`config.mk`:
```
export PLATFORM = sky130hd
export DESIGN_NAME = cam_query_sequencer_flat
export DESIGN_NICKNAME = d
export VERILOG_FILES = /design/src/rtl/cam_query_sequencer_if.sv /design/src/rtl/cam_query_sequencer.sv /design/src/flat_wrapper.sv
export SDC_FILE = /design/constraint.sdc
export NUM_CORES = 1
export LEC_CHECK = 0
export BUFFER_PORTS_ARGS = -buffer_cell sky130_fd_sc_hd__buf_2
export CAP_MARGIN = 20
export CORE_MARGIN = 2
export CORE_UTILIZATION = 42
export CTS_CLUSTER_DIAMETER = 200
export CTS_CLUSTER_SIZE = 20
export DETAILED_ROUTE_END_ITERATION = 16
export MAX_ROUTING_LAYER = met4
export PLACE_DENSITY = 0.71
export SYNTH_ARGS = -nofsm -noshare
export SYNTH_HDL_FRONTEND = slang
export SYNTH_SLANG_ARGS = --single-unit
```
`constraint.sdc`:
```
create_clock -name clk -period 1.9 [get_ports clk]
set_clock_uncertainty 0.1 [all_clocks]
set_input_delay 0.095 -clock clk [delete_from_list [all_inputs] [get_ports clk]]
set_output_delay 0.095 -clock clk [all_outputs]
set_load 0.1 [all_outputs]
```
`src/rtl/cam_query_sequencer_if.sv`:
```
// Command and response handshake bundle between a requester and the CAM query sequencer.
interface cam_query_sequencer_if #(
    parameter int DATA_W = 8,
    parameter int ADDR_W = 4
) ();
    logic              cmd_valid;
    logic              cmd_ready;
    logic              cmd_op;
    logic [DATA_W-1:0] cmd_key;
    logic              rsp_valid;
    logic              rsp_ready;
    logic              rsp_hit;
    logic [ADDR_W-1:0] rsp_addr;

    modport master (
        output cmd_valid, cmd_op, cmd_key, rsp_ready,
        input  cmd_ready, rsp_valid, rsp_hit, rsp_addr
    );

    modport slave (
        input  cmd_valid, cmd_op, cmd_key, rsp_ready,
        output cmd_ready, rsp_valid, rsp_hit, rsp_addr
    );
endinterface

```
`src/rtl/cam_query_sequencer.sv`:
```
// Front-end for a 16x8 CAM: sequential-address inserts, masked searches, one command in flight,
// result returned on a registered valid/ready response channel.
module cam_query_sequencer #(
    parameter int DATA_W = 8,
    parameter int ADDR_W = 4,
    parameter int DEPTH  = 16
) (
    input  logic                clk,
    input  logic                rst,
    cam_query_sequencer_if.slave bus,
    output logic [ADDR_W:0]     entry_count,
    output logic                full,
    output logic                cam_wen,
    output logic                cam_ren,
    output logic [DATA_W-1:0]   cam_din,
    output logic [ADDR_W-1:0]   cam_addr,
    input  logic [ADDR_W-1:0]   cam_dout,
    input  logic                cam_hit
);

    typedef enum logic [2:0] {
        IDLE,
        WRITE,
        READ,
        WAIT,
        RESP
    } state_t;

    state_t              state_q, state_d;
    logic [DATA_W-1:0]   key_q, key_d;
    logic [ADDR_W:0]     count_q, count_d;
    logic                rsp_hit_q, rsp_hit_d;
    logic [ADDR_W-1:0]   rsp_addr_q, rsp_addr_d;
    logic                search_hit;

    // The CAM survives rst, so a match at or above the allocation point is stale data.
    assign search_hit = cam_hit && ({1'b0, cam_dout} < count_q);

    always_ff @(posedge clk) begin
        if (rst) begin
            state_q    <= IDLE;
            key_q      <= '0;
            count_q    <= '0;
            rsp_hit_q  <= 1'b0;
            rsp_addr_q <= '0;
        end else begin
            state_q    <= state_d;
            key_q      <= key_d;
            count_q    <= count_d;
            rsp_hit_q  <= rsp_hit_d;
            rsp_addr_q <= rsp_addr_d;
        end
    end

    always_comb begin
        state_d    = state_q;
        key_d      = key_q;
        count_d    = count_q;
        rsp_hit_d  = rsp_hit_q;
        rsp_addr_d = rsp_addr_q;
        case (state_q)
            IDLE: begin
                if (bus.cmd_valid && bus.cmd_ready) begin
                    key_d = bus.cmd_key;
                    if (bus.cmd_op) begin
                        state_d = READ;
                    end else if (full) begin
                        rsp_hit_d  = 1'b0;
                        rsp_addr_d = '0;
                        state_d    = RESP;
                    end else begin
                        state_d = WRITE;
                    end
                end
            end
            WRITE: begin
                count_d    = count_q + (ADDR_W+1)'(1);
                rsp_hit_d  = 1'b1;
                rsp_addr_d = count_q[ADDR_W-1:0];
                state_d    = RESP;
            end
            READ: begin
                state_d = WAIT;
            end
            WAIT: begin
                rsp_hit_d  = search_hit;
                rsp_addr_d = search_hit ? cam_dout : '0;
                state_d    = RESP;
            end
            RESP: begin
                if (bus.rsp_ready) begin
                    state_d = IDLE;
                end
            end
            default: begin
                state_d = IDLE;
            end
        endcase
    end

    assign bus.cmd_ready = (state_q == IDLE) && !rst;
    assign bus.rsp_valid = (state_q == RESP);
    assign bus.rsp_hit   = rsp_hit_q;
    assign bus.rsp_addr  = rsp_addr_q;

    // Strobes decode straight from the state register, so they are mutually exclusive by construction.
    assign cam_wen  = (state_q == WRITE);
    assign cam_ren  = (state_q == READ);
    assign cam_din  = (cam_wen || cam_ren) ? key_q : '0;
    assign cam_addr = cam_wen ? count_q[ADDR_W-1:0] : '0;

    assign entry_count = count_q;
    assign full        = (count_q == (ADDR_W+1)'(DEPTH));

endmodule

```
`src/flat_wrapper.sv`:
```
// flat-port wrapper written by rule: the top's interface ports become plain ports
module cam_query_sequencer_flat 
#(
    parameter int DATA_W = 8,
    parameter int ADDR_W = 4,
    parameter int DEPTH  = 16
)
  (clk, rst, entry_count, full, cam_wen, cam_ren, cam_din, cam_addr, cam_dout, cam_hit, bus_cmd_valid, bus_cmd_op, bus_cmd_key, bus_rsp_ready, bus_cmd_ready, bus_rsp_valid, bus_rsp_hit, bus_rsp_addr);
  cam_query_sequencer_if #(.DATA_W(DATA_W), .ADDR_W(ADDR_W)) bus_i ();
  input  logic clk;
  input  logic rst;
  output logic [ADDR_W:0] entry_count;
  output logic full;
  output logic cam_wen;
  output logic cam_ren;
  output logic [DATA_W-1:0] cam_din;
  output logic [ADDR_W-1:0] cam_addr;
  input  logic [ADDR_W-1:0] cam_dout;
  input  logic cam_hit;
  input wire logic [$bits(bus_i.cmd_valid)-1:0] bus_cmd_valid;
  input wire logic [$bits(bus_i.cmd_op)-1:0] bus_cmd_op;
  input wire logic [$bits(bus_i.cmd_key)-1:0] bus_cmd_key;
  input wire logic [$bits(bus_i.rsp_ready)-1:0] bus_rsp_ready;
  output wire logic [$bits(bus_i.cmd_ready)-1:0] bus_cmd_ready;
  output wire logic [$bits(bus_i.rsp_valid)-1:0] bus_rsp_valid;
  output wire logic [$bits(bus_i.rsp_hit)-1:0] bus_rsp_hit;
  output wire logic [$bits(bus_i.rsp_addr)-1:0] bus_rsp_addr;
  assign bus_i.cmd_valid = bus_cmd_valid;
  assign bus_i.cmd_op = bus_cmd_op;
  assign bus_i.cmd_key = bus_cmd_key;
  assign bus_i.rsp_ready = bus_rsp_ready;
  assign bus_cmd_ready = bus_i.cmd_ready;
  assign bus_rsp_valid = bus_i.rsp_valid;
  assign bus_rsp_hit = bus_i.rsp_hit;
  assign bus_rsp_addr = bus_i.rsp_addr;
  cam_query_sequencer #(.DATA_W(DATA_W), .ADDR_W(ADDR_W), .DEPTH(DEPTH)) u_core (.clk(clk), .rst(rst), .bus(bus_i), .entry_count(entry_count), .full(full), .cam_wen(cam_wen), .cam_ren(cam_ren), .cam_din(cam_din), .cam_addr(cam_addr), .cam_dout(cam_dout), .cam_hit(cam_hit));
endmodule
```
==> results.py <==
metrics = {
    "placed_design": {
        "place_hpwl_um": 2375,
        "dpl_cell_area_mm2": 0.001728,
        "gp_congestion": 0.8839,
        "io_buffers": 44,
        "dp_slack_ps": 52.89,
    },
    "routing": {
        "route.detailed.wl_per_inst_um": 15.23,
        "drt_iter0_markers": 34,
        "routed_via_density": 5.418,
        "drt-total-wl_um": 3244,
        "drc_errors": 0,
        "ant_nets": 0,
        "drtPass1Iterations": 4,
        "dr_total_vias": 1154,
    },
    "synth": {
        "yosys.area_share.simple": 0.2988,
        "synth_top_area_share": 0.3664,
        "yosysSeqAreaShare": 0.3664,
        "synth_xor_area_frac": 0.03053,
        "synth_compound_area_frac": 0.2028,
        "synth_area_mm2": 0.001147,
        "avgSynthCellArea_um2": 9.328,
        "synth_edf_count": 0,
        "synth_top_area_cell": "dfxtp_1",
        "synth_seq_cells": 21,
        "yosysWarnings": 0,
        "synthTopCellsByArea": "dfxtp_1 37%, a31o_2 6.1%, ha_1 5.5%",
        "async_flop_share": 0,
        "synthMuxAreaShare": 0,
        "synth-adder-area-share": 0.05453,
        "synth_top_family_by_area": "simple AND/OR/NAND/NOR gates",
        "syn_nets": 146,
        "synthFlopType": "dfxtp_1",
        "synth_cell_types": 34,
        "syn_inst": 123,
    },
    "critical_path": {
        "arrival_ps": 1960,
        "path_max_fanout": 5,
        "critPathLaunchType": "flop",
        "critPathRequiredTime_ps": 2070,
        "crit_type": "flop to flop",
        "reg2reg_depth": 6,
        "r2r_slack_ps": 110,
        "regToRegEndpoint": "u_core.bus.rsp_addr[2]$_SDFFE_PP0P_",
        "timing.rr.start": "u_core.entry_count[2]$_SDFFE_PP0P_",
        "endpoint_kind": "flop",
    },
    "die": {
        "initial_core_util": 0.4549,
        "ios": 45,
        "die_h_um": 56.27,
        "die_w_um": 56.27,
        "fp.coreArea_mm2": 0.002522,
        "row_count": 18,
        "die-area_mm2": 0.003166,
    },
    "global_routing": {
        "grt_max_degree": 15,
        "grt.total_usage": 0.2171,
        "antenna_found_initial": 0,
        "grt_pass1_wl_um": 5264,
        "grt_pass1_vias": 1151,
        "grt_overflow_total": 0,
    },
    "power_and_ir_drop": {
        "vdd_drop_max_mv": 0.5300,
        "power_leakage_nw": 0.8152,
        "power_density_mw_per_mm2": 588.1,
    },
    "clock_tree": {
        "cts_num_sinks": 21,
        "clock-root-buffer": "clkbuf_4",
        "clockBufferDepth": 2,
        "cts_tree": "built",
        "clkLatencyLatePin_ps": 320,
        "cts_buffers": 3,
        "clk_pin_slew_ps": 130,
        "htreeDepth": 1,
    },
    "worst_hold_path": {
        "hp-start": "bus_cmd_key[4]",
        "hold_class": "input pin to flop",
        "min_path_cells": 3,
        "whs_endpoint": "u_core.key_q[4]$_SDFFE_PP0P_",
    },
    "sta": {
        "worstMarginPinSlew_ps": 493.8,
        "drv_slew": 0,
        "min_period_ps": 1792,
        "fin_ws_ps": 108.1,
        "finalSetupViolCount": 0,
        "grt_setup_unrepaired": "no",
        "slew_headroom": 0.6731,
        "hold_viol_final": 0,
        "fin_crit_sh": 0.9431,
        "clock.fmax_mhz": 558.1,
    },
    "finish": {
        "diodes": 0,
        "final_area_mm2": 0.001892,
        "drive_gt1_frac": 0.5410,
        "layout_common_cells": "28 x buf_2, 15 x buf_12, 14 x dfxtp_1",
        "fin_nets": 207,
        "area_delta_synth_final_pct": 64.89,
        "final_common_cell": "buf_2",
    },
    "job": {
        "drv_cap": 0,
    },
    "run_status": {
        "run_status": "complete, no violations",
    },
}
## worst max-delay path by stage
stage / start / end / slack, ps / cells after the start
3_3_place_gp: u_core.entry_count[0]$_SDFFE_PP0P_ / u_core.bus.rsp_addr[1]$_SDFFE_PP0P_ / 120 / 6
5_1_grt: u_core.entry_count[1]$_SDFFE_PP0P_ / u_core.bus.rsp_hit$_SDFFE_PP0P_ / 20 / 6
6_report: u_core.entry_count[2]$_SDFFE_PP0P_ / u_core.bus.rsp_addr[2]$_SDFFE_PP0P_ / 110 / 6
3_5_place_dp: u_core.entry_count[0]$_SDFFE_PP0P_ / u_core.bus.rsp_addr[1]$_SDFFE_PP0P_ / 50 / 6
2_1_floorplan: u_core.state_q[1]$_SDFFE_PP0P_ / u_core.state_q[2]$_SDFFE_PP0P_ / -250 / 4
4_1_cts: u_core.entry_count[0]$_SDFFE_PP0P_ / full / 10 / 5
## metal layers
layer	global-route usage	part of all wire	vias to the layer above
li1	-	-	565
met4	0.07823	0.015	0
met3	0.03456	0.055	5
met2	0.3395	0.50	35
met5	-	0	-
met1	0.2847	0.43	549
## state kept, by name, indices dropped and copies added, names as in the netlist
signal               count
u_core.key_q             8
u_core.entry_count       5
u_core.bus.rsp_addr      4
u_core.state_q           3
u_core.bus.rsp_hit       1
## metrics by stage
stage	util	TNS (ps)	total power, mW	cells	hold WS, ps
after floorplan	-	-496.2	0.7472	123	132.9
after global placement	0.6850	0	0.8633	198	240.3
after detailed placement	0.6850	0	0.8716	198	245.1
after CTS	0.7316	0	1.111	211	1.097
after global routing	0.7500	0	1.155	213	17.78
final	0.7500	0	1.113	213	11.04
## kinds of logic after synthesis
group | count (synthesis)
buffers and inverters | 13
and+or+nand+nor | 52
xor gates and xnor gates | 4
DFF | 21
AOI/OAI and AO/OA | 28
adders and majority gates | 5
## what timing repair did
item | CTS | global route
gates resized for setup | 1 | 9
pin swaps | 0 | 4
hold buffers | 9 | 0
buffers inserted | 0 | 2
endpoints found under the hold margin | 10 | 0
endpoints found under the setup margin | 8 | 9
## worst max-delay path: stages (launching register included)
cell and delay (ps):
dfxtp_4 380, inv_2 120, ha_4 220, a21oi_2 140, o21ai_2 100, a2111oi_4 470, a221o_1 220
## cell usage after synthesis, types with 2 or more instances
cell type  instances
and3_1             8
nand2b_1           2
clkbuf_1           3
nor3_1             5
nand2_1            3
dfxtp_1           21
ha_1               5
a31o_2             8
nor3b_1            2
a22oi_1            4
xnor2_1            3
and2_1             8
o21ai_0            2
nor2_1            13
inv_1              7
nand4_1            2
a221o_1            4
nand3b_1           2
a21oi_1            6
## final cells by class
type | count | area, um2
Inverter | 8 | 30.03
Sequential cell | 21 | 439.2
Clock buffer | 4 | 26.28
Tap cell | 30 | 37.54
Timing Repair Buffer | 61 | 598.1
Fill cell | 178 | 630.6
Multi-Input combinational cell | 89 | 760.7
## power breakdown
| group | internal (mW) | switching, mW | total (mW) |
|---|---|---|---|
| clock network | 0.0821 | 0.145 | 0.227 |
| logic | 0.143 | 0.256 | 0.399 |
| registers | 0.463 | 0.0236 | 0.486 |
| total | 0.688 | 0.425 | 1.11 |
(Power assumes the default switching activity.)
